**src/rtl/mux_n_1_stream_if.sv**
```systemverilog
// mux_n_1_stream_if: per-channel input streams and the single registered output stream
interface mux_n_1_stream_if #(
    parameter int WIDTH  = 16,
    parameter int NUM_IN = 4
);
    localparam int SEL_W = $clog2(NUM_IN);
    logic [NUM_IN*WIDTH-1:0] in_data;
    logic [NUM_IN-1:0]       in_valid;
    logic [NUM_IN-1:0]       in_ready;
    logic [WIDTH-1:0]        out_data;
    logic                    out_valid;
    logic                    out_ready;
    logic [SEL_W-1:0]        out_ch;
    logic                    seq_done;
    modport master (
        output in_data, in_valid, out_ready,
        input  in_ready, out_data, out_valid, out_ch, seq_done
    );
    modport slave (
        input  in_data, in_valid, out_ready,
        output in_ready, out_data, out_valid, out_ch, seq_done
    );
endinterface

```
**src/rtl/mux_n_1_stream.sv**
```systemverilog
// mux_n_1_stream: registered N:1 stream selector, fixed-select or auto-sequence over all channels
module mux_n_1_stream #(
    parameter int  WIDTH  = 16,
    parameter int  NUM_IN = 4,
    localparam int SEL_W  = $clog2(NUM_IN)
) (
    input  logic             clk,
    input  logic             rst_n,
    input  logic             clear_i,
    input  logic             mode_i,
    input  logic             start_i,
    input  logic [SEL_W-1:0] sel_i,
    mux_n_1_stream_if.slave  s
);
    typedef enum logic {IDLE, RUN} state_e;
    state_e            state_q, state_d;
    logic [SEL_W-1:0]  run_ch_q, run_ch_d, out_ch_q, out_ch_d, cur_ch;
    logic [WIDTH-1:0]  out_data_q, out_data_d;
    logic              out_valid_q, out_valid_d, seq_done_q, seq_done_d;
    logic              fixed, active, load_ok, xfer, last;
    logic [NUM_IN-1:0] ready;
    always_comb begin
        fixed    = state_q == IDLE && !mode_i;
        cur_ch   = fixed ? sel_i : (state_q == RUN ? run_ch_q : '0);
        load_ok  = !out_valid_q || s.out_ready;
        // an out-of-range select in fixed mode leaves every channel unselected
        active   = rst_n && !clear_i && (fixed || state_q == RUN) && int'(cur_ch) < NUM_IN && load_ok;
        ready    = active ? NUM_IN'(1) << cur_ch : '0;
        xfer     = |(ready & s.in_valid);
        last     = cur_ch == SEL_W'(NUM_IN - 1);
        state_d     = state_q;
        run_ch_d    = run_ch_q;
        out_data_d  = out_data_q;
        out_ch_d    = out_ch_q;
        out_valid_d = out_valid_q;
        seq_done_d  = 1'b0;
        if (clear_i) begin
            state_d     = IDLE;
            run_ch_d    = '0;
            out_data_d  = '0;
            out_ch_d    = '0;
            out_valid_d = 1'b0;
        end else begin
            if (xfer) begin
                out_data_d  = s.in_data[cur_ch*WIDTH +: WIDTH];
                out_ch_d    = cur_ch;
                out_valid_d = 1'b1;
            end else if (out_valid_q && s.out_ready) begin
                out_valid_d = 1'b0;
            end
            if (state_q == IDLE && mode_i && start_i) begin
                state_d  = RUN;
                run_ch_d = '0;
            end else if (state_q == RUN && xfer) begin
                state_d    = last ? IDLE : RUN;
                run_ch_d   = last ? '0 : run_ch_q + SEL_W'(1);
                seq_done_d = last;
            end
        end
    end
    always_ff @(posedge clk or negedge rst_n) begin
        if (!rst_n) begin
            state_q     <= IDLE;
            run_ch_q    <= '0;
            out_data_q  <= '0;
            out_ch_q    <= '0;
            out_valid_q <= 1'b0;
            seq_done_q  <= 1'b0;
        end else begin
            state_q     <= state_d;
            run_ch_q    <= run_ch_d;
            out_data_q  <= out_data_d;
            out_ch_q    <= out_ch_d;
            out_valid_q <= out_valid_d;
            seq_done_q  <= seq_done_d;
        end
    end
    assign s.in_ready  = ready;
    assign s.out_data  = out_data_q;
    assign s.out_ch    = out_ch_q;
    assign s.out_valid = out_valid_q;
    assign s.seq_done  = seq_done_q;
endmodule

```
**src/flat_wrapper.sv**
```systemverilog
// flat-port wrapper written by rule: the top's interface ports become plain ports
module mux_n_1_stream_flat 
#(
    parameter int  WIDTH  = 16,
    parameter int  NUM_IN = 4,
    localparam int SEL_W  = $clog2(NUM_IN)
)
  (clk, rst_n, clear_i, mode_i, start_i, sel_i, s_in_data, s_in_valid, s_out_ready, s_in_ready, s_out_data, s_out_valid, s_out_ch, s_seq_done);
  mux_n_1_stream_if #(.WIDTH(WIDTH), .NUM_IN(NUM_IN)) s_i ();
  input  logic clk;
  input  logic rst_n;
  input  logic clear_i;
  input  logic mode_i;
  input  logic start_i;
  input  logic [SEL_W-1:0] sel_i;
  input wire logic [$bits(s_i.in_data)-1:0] s_in_data;
  input wire logic [$bits(s_i.in_valid)-1:0] s_in_valid;
  input wire logic [$bits(s_i.out_ready)-1:0] s_out_ready;
  output wire logic [$bits(s_i.in_ready)-1:0] s_in_ready;
  output wire logic [$bits(s_i.out_data)-1:0] s_out_data;
  output wire logic [$bits(s_i.out_valid)-1:0] s_out_valid;
  output wire logic [$bits(s_i.out_ch)-1:0] s_out_ch;
  output wire logic [$bits(s_i.seq_done)-1:0] s_seq_done;
  assign s_i.in_data = s_in_data;
  assign s_i.in_valid = s_in_valid;
  assign s_i.out_ready = s_out_ready;
  assign s_in_ready = s_i.in_ready;
  assign s_out_data = s_i.out_data;
  assign s_out_valid = s_i.out_valid;
  assign s_out_ch = s_i.out_ch;
  assign s_seq_done = s_i.seq_done;
  mux_n_1_stream #(.WIDTH(WIDTH), .NUM_IN(NUM_IN)) u_core (.clk(clk), .rst_n(rst_n), .clear_i(clear_i), .mode_i(mode_i), .start_i(start_i), .sel_i(sel_i), .s(s_i));
endmodule
```
**config.mk**
```make
export PLATFORM = sky130hd
export DESIGN_NAME = mux_n_1_stream_flat
export DESIGN_NICKNAME = d
export VERILOG_FILES = /design/src/rtl/mux_n_1_stream_if.sv /design/src/rtl/mux_n_1_stream.sv /design/src/flat_wrapper.sv
export SDC_FILE = /design/constraint.sdc
export NUM_CORES = 1
export LEC_CHECK = 0
export BUFFER_PORTS_ARGS = -buffer_cell sky130_fd_sc_hd__buf_2
export CAP_MARGIN = 15
export CORE_MARGIN = 5
export CORE_UTILIZATION = 47
export DETAILED_ROUTE_END_ITERATION = 7
export GPL_TIMING_DRIVEN = 1
export HOLD_SLACK_MARGIN = 0.15
export PLACE_DENSITY_LB_ADDON = 0.1
export SLEW_MARGIN = 20
export SYNTH_ARGS = -nofsm -noshare
export SYNTH_HDL_FRONTEND = slang
export SYNTH_SLANG_ARGS = --single-unit
```
**constraint.sdc**
```tcl
create_clock -name clk -period 5.1 [get_ports clk]
set_clock_uncertainty 0.05 [all_clocks]
set_input_delay 0.765 -clock clk [delete_from_list [all_inputs] [get_ports clk]]
set_output_delay 0.765 -clock clk [all_outputs]
set_load 0.03 [all_outputs]
```
* Word-level counts from Yosys, hierarchy flattened
Cells that the tools add are included.
** Storage, ports and cells
- Register bits after elaboration :: 23
- Bits of input ports :: 76
- Output and inout port bits :: 24
- Logic and storage cells :: 50
** Cells by class
- Add/subtract/negate cells :: 1
- Equality and inequality tests :: 1
- Shift operators :: 2
- Multiplexer cells :: 21
- Bitwise logic cells :: 2
- Reduce and logical (&&, ||, !) cells :: 17
** Operators by type and width (number)
- $shiftx 64x7->16 :: 1
- $mux 16 :: 2
- $mux 2 :: 8
- $mux 1 :: 10
- $logic_and 1x1->1 :: 8
- $reduce_bool 3->1 :: 2
- $and 4x4->4 :: 1
- $mux 4 :: 1
- $reduce_or 4->1 :: 1
- $shl 1x2->4 const A :: 1
- $logic_not 1->1 :: 3
- $add 2x1->2 const B :: 1
- $eq 2x2->1 const B :: 1
- $logic_or 1x1->1 :: 2
- $reduce_bool 2->1 :: 1
- $not 1->1 :: 1

* Logic depth before layout (Yosys ltp)
Gate-level depths: netlist of the first run.
- Word-level depth :: 12
- Gate-level depth with buffers :: 9
- Depth with buffers taken out :: 5

* Worst setup path after synthesis of the first run
Ideal clock, no wire load.
- Kind :: input -> output
- From :: input port mode_i
- To :: output port s_in_ready[1]
- Data arrival time :: 2024 ps
- Data required time :: 4285 ps
- Setup slack :: 2261 ps
- Stages on the path :: 4
- Buffers on the path :: 1
- Cell sequence :: nor3b_4 -> a21oi_2 -> clkbuf_1 -> nor3_1
** Between the ends
- Longest elaborated chain between the ends :: 6
- Elaborated cells between the ends (all ways) :: 8
- Classes of those cells :: shift (1); mux (2); reduce/logical (5)
** Ends and longest elaborated chain
- from (decl) :: line flat_wrapper.sv:13 : input logic mode_i;
- $logic_not 1->1 (*) :: line mux_n_1_stream.sv:23 : fixed = state_q == IDLE && !mode_i;
- $logic_and 1x1->1 (*) :: line mux_n_1_stream.sv:23
- $logic_or 1x1->1 :: line mux_n_1_stream.sv:27 : active = rst_n && !clear_i && (fixed || state_q == RUN) && int'(cur_ch) < NUM_IN && load_ok;
- $logic_and 1x1->1 (2 in series) :: line mux_n_1_stream.sv:27
- $mux 4 (*) :: line mux_n_1_stream.sv:28 : ready = active ? NUM_IN'(1) << cur_ch : '0;
- to (decl) :: line flat_wrapper.sv:19 : output wire logic [$bits(s_i.in_ready)-1:0] s_in_ready;
Mark *: on every way between the ends. The rest lies on a longest branch, timed or not.

* Worst setup path in the final report of the first run
- From :: input port rst_n
- To :: output port s_in_ready[3]
** Between the ends
- Longest elaborated chain between the ends :: 4
** Ends and longest elaborated chain
- from (decl) :: line flat_wrapper.sv:11 : input logic rst_n;
- $logic_and 1x1->1 (3 in series) :: line mux_n_1_stream.sv:27
- $mux 4 :: line mux_n_1_stream.sv:28
No other way between the ends.

==> run summary, run 1 <==
Worst slew margin: 0.383
CTS tree: built
status: finished, final reports clean
number of max-slew violations in the final report: 0
Synth area leaders: dfrtp_1 (34%), mux2i_1 (31%), mux2_2 (11%), nand2b_1 (7.0%), buf_6 (2.0%)
Slew @ Worst Pin: 0.925 ns
DRT Pass-1 Iters: 4
fill cell count: 306
Post-DRT Antenna Nets: 0
initial antenna violation count: 0
Critical Path RT: 4.28 ns
Final period util: 0.583
cts bufs inserted: 3
global placer's final weighted congestion: 0.888
starting density of the core: 0.494
setup bufs post-CTS: 0
critical path class: in2out
Die Area: 4890 sq um
synthesized-area fraction occupied by ao, oa, aoi and oai cells: 0.0712
sw power: 137 uW
Fin. Hold Viols: 0
DRC: 0
I/O pins: 100
multiplexer share of the synthesized area: 0.415
Synth Area in XOR/XNOR: 0
vias per cell: 5.07
detailed-placement wirelength estimate: 3.40 mm
total wire length: 4.31 mm
via count: 1,495
Mapped Nets: 231
Power Total: 429 uW
Leak: 1.21 nW
Post-Synth Adder-Cell Area: 0
IO buf count: 99
Pwr Density: 193 nW/um^2
critical-path maximum fanout: 24
worst min path class: in2async
core area: 3420 sq um
setup violators final: 0
layout cells sized above 1: 0.498
Post-Synth Simple-Gate Area: 0.125
fin nets: 326
final worst path period need: 2.97 ns
Syn Inst Count: 155
RSZ-0062 raised after global routing: false
post-synthesis sequential area ratio: 0.341
largest family of logic cells by synthesized area: multiplexers
Die X: 69.9 um
CTS max path bufs: 2
Combinational Power Share: 0.331
Warnings, synthesis: 0
wire length of the first global-routing pass: 6.93 mm
post-route worst setup slack: 2.13 ns
Resized Gates After CTS: 0
Yosys top cell by area: dfrtp_1
internal power: 292 uW
Worst VDD drop: 138 uV
most frequent cells in the layout: buf_2 (99), mux2i_1 (52), dfrtp_1 (23), nand2b_1 (19), mux2_2 (16)
CTS root buffer: clkbuf_4
Die Y: 69.9 um
Avg Cell Area, Syn: 10.9 sq um
commonest non-fill, non-tap cell in the layout: buf_2
Max-cap violations: 0
vias in the first global route: 1,510
htree depth: 1
Synth cell types: 29
row count: 21
Detailed Route Iter0 Violations: 63
pin count of the biggest net entering global routing: 25
Finished Core Util: 0.651
sequential power share: 0.468
clock share of power: 0.200
setup_tns: 0 ns
hold buffer count at cts: 0
CP arrival: 2.16 ns
area fraction of the dominant cell type after synthesis: 0.341
Fmax achieved: 0.336 GHz
Area Growth Syn to Fin: 31.8%
Setup crit end kind: output port
CP startpoint kind: input port
Clock Pin Slew Worst Setup and Hold Paths: 0.13 ns
Mapped Area: 1690 sq um
Clock Latency Late Sink: 0.32 ns
drt wl/cell: 14.6 um
grt ovf: 0
sw frac: 0.319
Place WS: 1.92 ns
# diodes: 0
number of synthesized register bits: 23
WHS: 0.348 ns
Clock Sinks: 23
GRT Total Usage: 0.171
==> cell families (layout without fill, tap and decap cells) <==
| family | after synthesis | after routing |
|---|---|---|
| AND/OR/NAND/NOR | 34 | 34 |
| AO/OA/AOI/OAI | 16 | 16 |
| flip-flops | 23 | 23 |
| multiplexers | 68 | 68 |
| buffers and inverters | 14 | 108 |
==> per-layer routing <==
layer  wire, um  share of wire  vias to the layer above  track usage
li1           -              -                      748            -
met1       1840           0.43                      684        0.208
met2       2060           0.48                       61        0.296
met3        387          0.090                        2       0.0603
met5          0              0                        -            0
met4         21         0.0049                        0       0.0255
==> worst paths after layout <==
path	slack, ns	cells past startpoint	start	to
max	2.13	5	rst_n	s_in_ready[3]
min	0.35	1	rst_n	u_core.s.seq_done
max reg2reg	2.41	4	u_core.state_q	u_core.s.out_data[9]
min reg2reg	0.49	1	u_core.run_ch_q[0]	u_core.run_ch_q[0]
max in group asynchronous	4.30	1	rst_n	u_core.s.out_data[11]
min in group clk	0.49	1	u_core.run_ch_q[0]	u_core.run_ch_q[0]
==> stage by stage <==
stage / cells / area (sq um)
after floorplan: 155 / 1690
after global placement: 291 / 2200
after detailed placement: 291 / 2200
after CTS: 295 / 2220
after global routing: 295 / 2220
final: 295 / 2220
==> area by class of cell <==
class | instances | area (sq um) | area share
Sequential cell | 23 | 576 | 0.259
Multi-Input combinational cell | 118 | 1040 | 0.469
Clock buffer | 4 | 26.3 | 0.0118
Inverter | 3 | 11.3 | 0.00506
Timing Repair Buffer | 101 | 510 | 0.229
Tap cell | 46 | 57.6 | 0.0259
==> power by group through the flow <==
stage	logic (mW)	registers, mW	clock network [mW]
final	0.142	0.201	0.0859
after CTS	0.144	0.201	0.0881
after global placement	0.142	0.204	0
after global routing	0.155	0.203	0.0957
after floorplan	0.0728	0.222	0
after detailed placement	0.144	0.204	0
==> worst max-delay path, cell delays in order <==
cell     delay [ns]
buf_2          0.42
nor3b_1        0.33
nand2_1        0.23
nor3_1         0.18
buf_2          0.22
==> state kept, by name, indices dropped and copies added (netlist names) <==
name	count
u_core.s.seq_done	1
u_core.s.out_ch	2
u_core.run_ch_q	2
u_core.s.out_data	16
u_core.state_q	1
u_core.s.out_valid	1
==> synthesized netlist by cell type <==
library cell and n:
o311ai_1 1, nand2_1 5, mux2_2 16, and3_1 2
inv_1 3, mux2i_1 52, a211oi_1 1, clkbuf_1 4
o21a_1 1, a21oi_1 2, nor3_1 2, and2_1 1
o41ai_1 1, nor3b_4 1, o221a_2 1, nor3b_1 1
nor4_1 1, nor2b_1 2, a2111o_1 1, o21ai_0 1
o21ai_1 3, buf_2 4, buf_6 3, dfrtp_1 23
o221a_1 1, nand2b_1 19, a21oi_2 1, o22ai_1 1
a211o_1 1
No activity file was read; power rests on OpenSTA's default activity.
==> run 2, diff against run 1 <==
--- a/config.mk
+++ b/config.mk
@@ -8,7 +8,7 @@
 export BUFFER_PORTS_ARGS = -buffer_cell sky130_fd_sc_hd__buf_2
 export CAP_MARGIN = 15
 export CORE_MARGIN = 5
-export CORE_UTILIZATION = 47
+export CORE_UTILIZATION = 44
 export DETAILED_ROUTE_END_ITERATION = 7
 export GPL_TIMING_DRIVEN = 1
 export HOLD_SLACK_MARGIN = 0.15
==> constraint.sdc (replaced) <==
create_clock -name clk -period 2.75 [get_ports clk]
set_clock_uncertainty 0.05 [all_clocks]
set_input_delay 0.4125 -clock clk [delete_from_list [all_inputs] [get_ports clk]]
set_output_delay 0.4125 -clock clk [all_outputs]
set_load 0.03 [all_outputs]
==> run 2 against run 1 <==
Net effect: utilization shrank 3.6 points; largest cell class unchanged; critical path type is now reg2out; combinational power up 87%; critical endpoint is now s_in_ready[2]; critical path depth unchanged; highest routed layer unchanged.
==> run summary, run 2 (synthesis results as in run 1) <==
drt wl/cell: 13.7 um (was 14.6 um)
Critical Path RT: 2.29 ns (was 4.28 ns)
r2r startpoint: u_core.state_q (unchanged)
reg2reg setup slack: 0.32 ns (was 2.41 ns)
final worst path period need: 2.48 ns
Setup crit end kind: output port (unchanged)
vias per cell: 5.00 (was 5.07)
met3 WL: 398 um (was 387 um)
number of max-slew violations in the final report: 0 (unchanged)
most frequent cells in the layout: buf_2 (99), mux2i_1 (52), dfrtp_1 (23), nand2b_1 (19), mux2_2 (16) (unchanged)
Post-DRT Antenna Nets: 0 (unchanged)
starting density of the core: 0.458 (was 0.494)
CP arrival: 2.02 ns (was 2.16 ns)
IO buf count: 99 (unchanged)
grt ovf: 0 (unchanged)
row count: 22 (was 21)
via count: 1,501 (was 1,495)
worst min path class: in2reg (was in2async)
total wire length: 4.12 mm (was 4.31 mm)
CTS max path bufs: 2 (unchanged)
Final period util: 0.902
Worst VDD drop: 159 uV (was 138 uV)
Hold Crit Depth: 3
RSZ-0062 raised after global routing: false (unchanged)
Die X: 71.9 um (was 69.9 um)
critical path class: reg2out (was in2out)
I/O pins: 100 (unchanged)
Finished Core Util: 0.616 (was 0.651)
Slew @ Worst Pin: 0.896 ns (was 0.925 ns)
Max-cap violations: 0 (unchanged)
sequential cell area: 576 sq um (unchanged)
critical-path maximum fanout: 35 (was 24)
Detailed Route Iter0 Violations: 41 (was 63)
htree depth: 1 (unchanged)
Critical R2R Capture: u_core.s.out_data[10] (was u_core.s.out_data[9])
detailed-placement wirelength estimate: 3.26 mm (was 3.40 mm)
Resized Gates After CTS: 0 (unchanged)
setup bufs post-CTS: 0 (unchanged)
max FFs per register: 16 (unchanged)
Clock Pin Slew Worst Setup and Hold Paths: 0.08 ns (was 0.13 ns)
core area: 3690 sq um (was 3420 sq um)
pin count of the biggest net entering global routing: 36 (was 25)
cts bufs inserted: 3 (unchanged)
DRT Pass-1 Iters: 4 (unchanged)
CP startpoint kind: flip-flop (was input port)
status: finished, final reports clean (unchanged)
fin nets: 329 (was 326)
vias in the first global route: 1,533 (was 1,510)
Worst slew margin: 0.403 (was 0.383)
Clock Latency Late Sink: 0.26 ns (was 0.32 ns)
CTS root buffer: clkbuf_8 (was clkbuf_4)
fill cell count: 362 (was 306)
Worst Reg-to-Reg Cells: 6 (was 4)
Fmax achieved: 0.403 GHz
CTS tree: built (unchanged)
multi-input logic area: 1040 sq um (unchanged)
Power Total: 849 uW (was 429 uW)
Pwr Density: 374 nW/um^2 (was 193 nW/um^2)
layout cells sized above 1: 0.500 (was 0.498)
setup violators final: 0 (unchanged)
Area Growth Syn to Fin: 34.5% (was 31.8%)
DRC: 0 (unchanged)
# diodes: 0 (unchanged)
global placer's final weighted congestion: 0.815 (was 0.888)
initial antenna violation count: 0 (unchanged)
Die Y: 71.9 um (was 69.9 um)
Clock Sinks: 23 (unchanged)
GRT Total Usage: 0.158 (was 0.171)
setup_tns: 0 ns (unchanged)
DR WL met2: 1.99 mm (was 2.06 mm)
wire length of the first global-routing pass: 6.65 mm (was 6.93 mm)
Die Area: 5170 sq um (was 4890 sq um)
WL met1: 1.71 mm (was 1.84 mm)
Fin. Hold Viols: 0 (unchanged)
Leak: 1.23 nW (was 1.21 nW)
hold endpoint: u_core.s.out_valid
uppermost layer routed: met4 (unchanged)
commonest non-fill, non-tap cell in the layout: buf_2 (unchanged)
Worst Hold Launch: s_out_ready
-- run 2: cell count changes in the layout (fill, tap and decap cells not counted) --
cell	before	now
buf_4	2	4
clkbuf_4	3	0
clkbuf_8	0	3
dlygate4sd3_1	0	1
-- run 2: power breakdown --
group          switching [mW]  internal, mW  leakage, nW
registers              0.0138         0.357        0.314
logic                   0.136         0.130        0.894
clock network           0.108         0.103       0.0228
-- run 2: what timing repair did --
item / in CTS / in global routing
endpoints found under the hold margin: 23 / 0
endpoints found under the setup margin: 0 / 0
hold buffers: 1 / 0
-- run 2: worst max-delay path by stage --
stage,slack [ns],start,to
2_1_floorplan,0.56,u_core.state_q,s_in_ready[1]
3_3_place_gp,0.31,sel_i[0],u_core.s.out_data[0]
3_5_place_dp,0.26,sel_i[0],u_core.s.out_data[8]
4_1_cts,0.27,u_core.state_q,u_core.s.out_data[13]
5_1_grt,0.05,u_core.state_q,u_core.s.out_data[3]
6_report,0.27,u_core.state_q,s_in_ready[2]
-- run 2: layer usage --
| metal | global-route usage | vias up |
|---|---|---|
| met3 | 0.0443 | 4 |
| met4 | 0.0418 | 0 |
| li1 | - | 758 |
| met1 | 0.186 | 684 |
| met2 | 0.280 | 55 |
| met5 | 0 | - |
-- run 2: worst max-delay path, stage by stage (launching register included) --
cell	delay [ns]
dfrtp_1	0.56
nand2_1	0.18
o21ai_4	0.09
buf_4	0.46
and3_1	0.23
buf_2	0.19
-- run 2: stage by stage --
stage / hold slack (ns) / cells / cell area, sq um / setup WS [ns]
after detailed placement: 0.377 / 295 / 2220 / 0.256
after CTS: 0.415 / 300 / 2270 / 0.275
final: 0.412 / 300 / 2270 / 0.270
after global placement: 0.370 / 295 / 2220 / 0.311
after global routing: 0.420 / 300 / 2270 / 0.0497
after floorplan: 0.0669 / 155 / 1690 / 0.557
-- run 2: area by class of cell --
class	count	area share
inverter	3	0.00496
clock buffer	4	0.0198
tap	48	0.0264
multi-input combinational	118	0.460
timing repair buffer	104	0.236
sequential	23	0.253
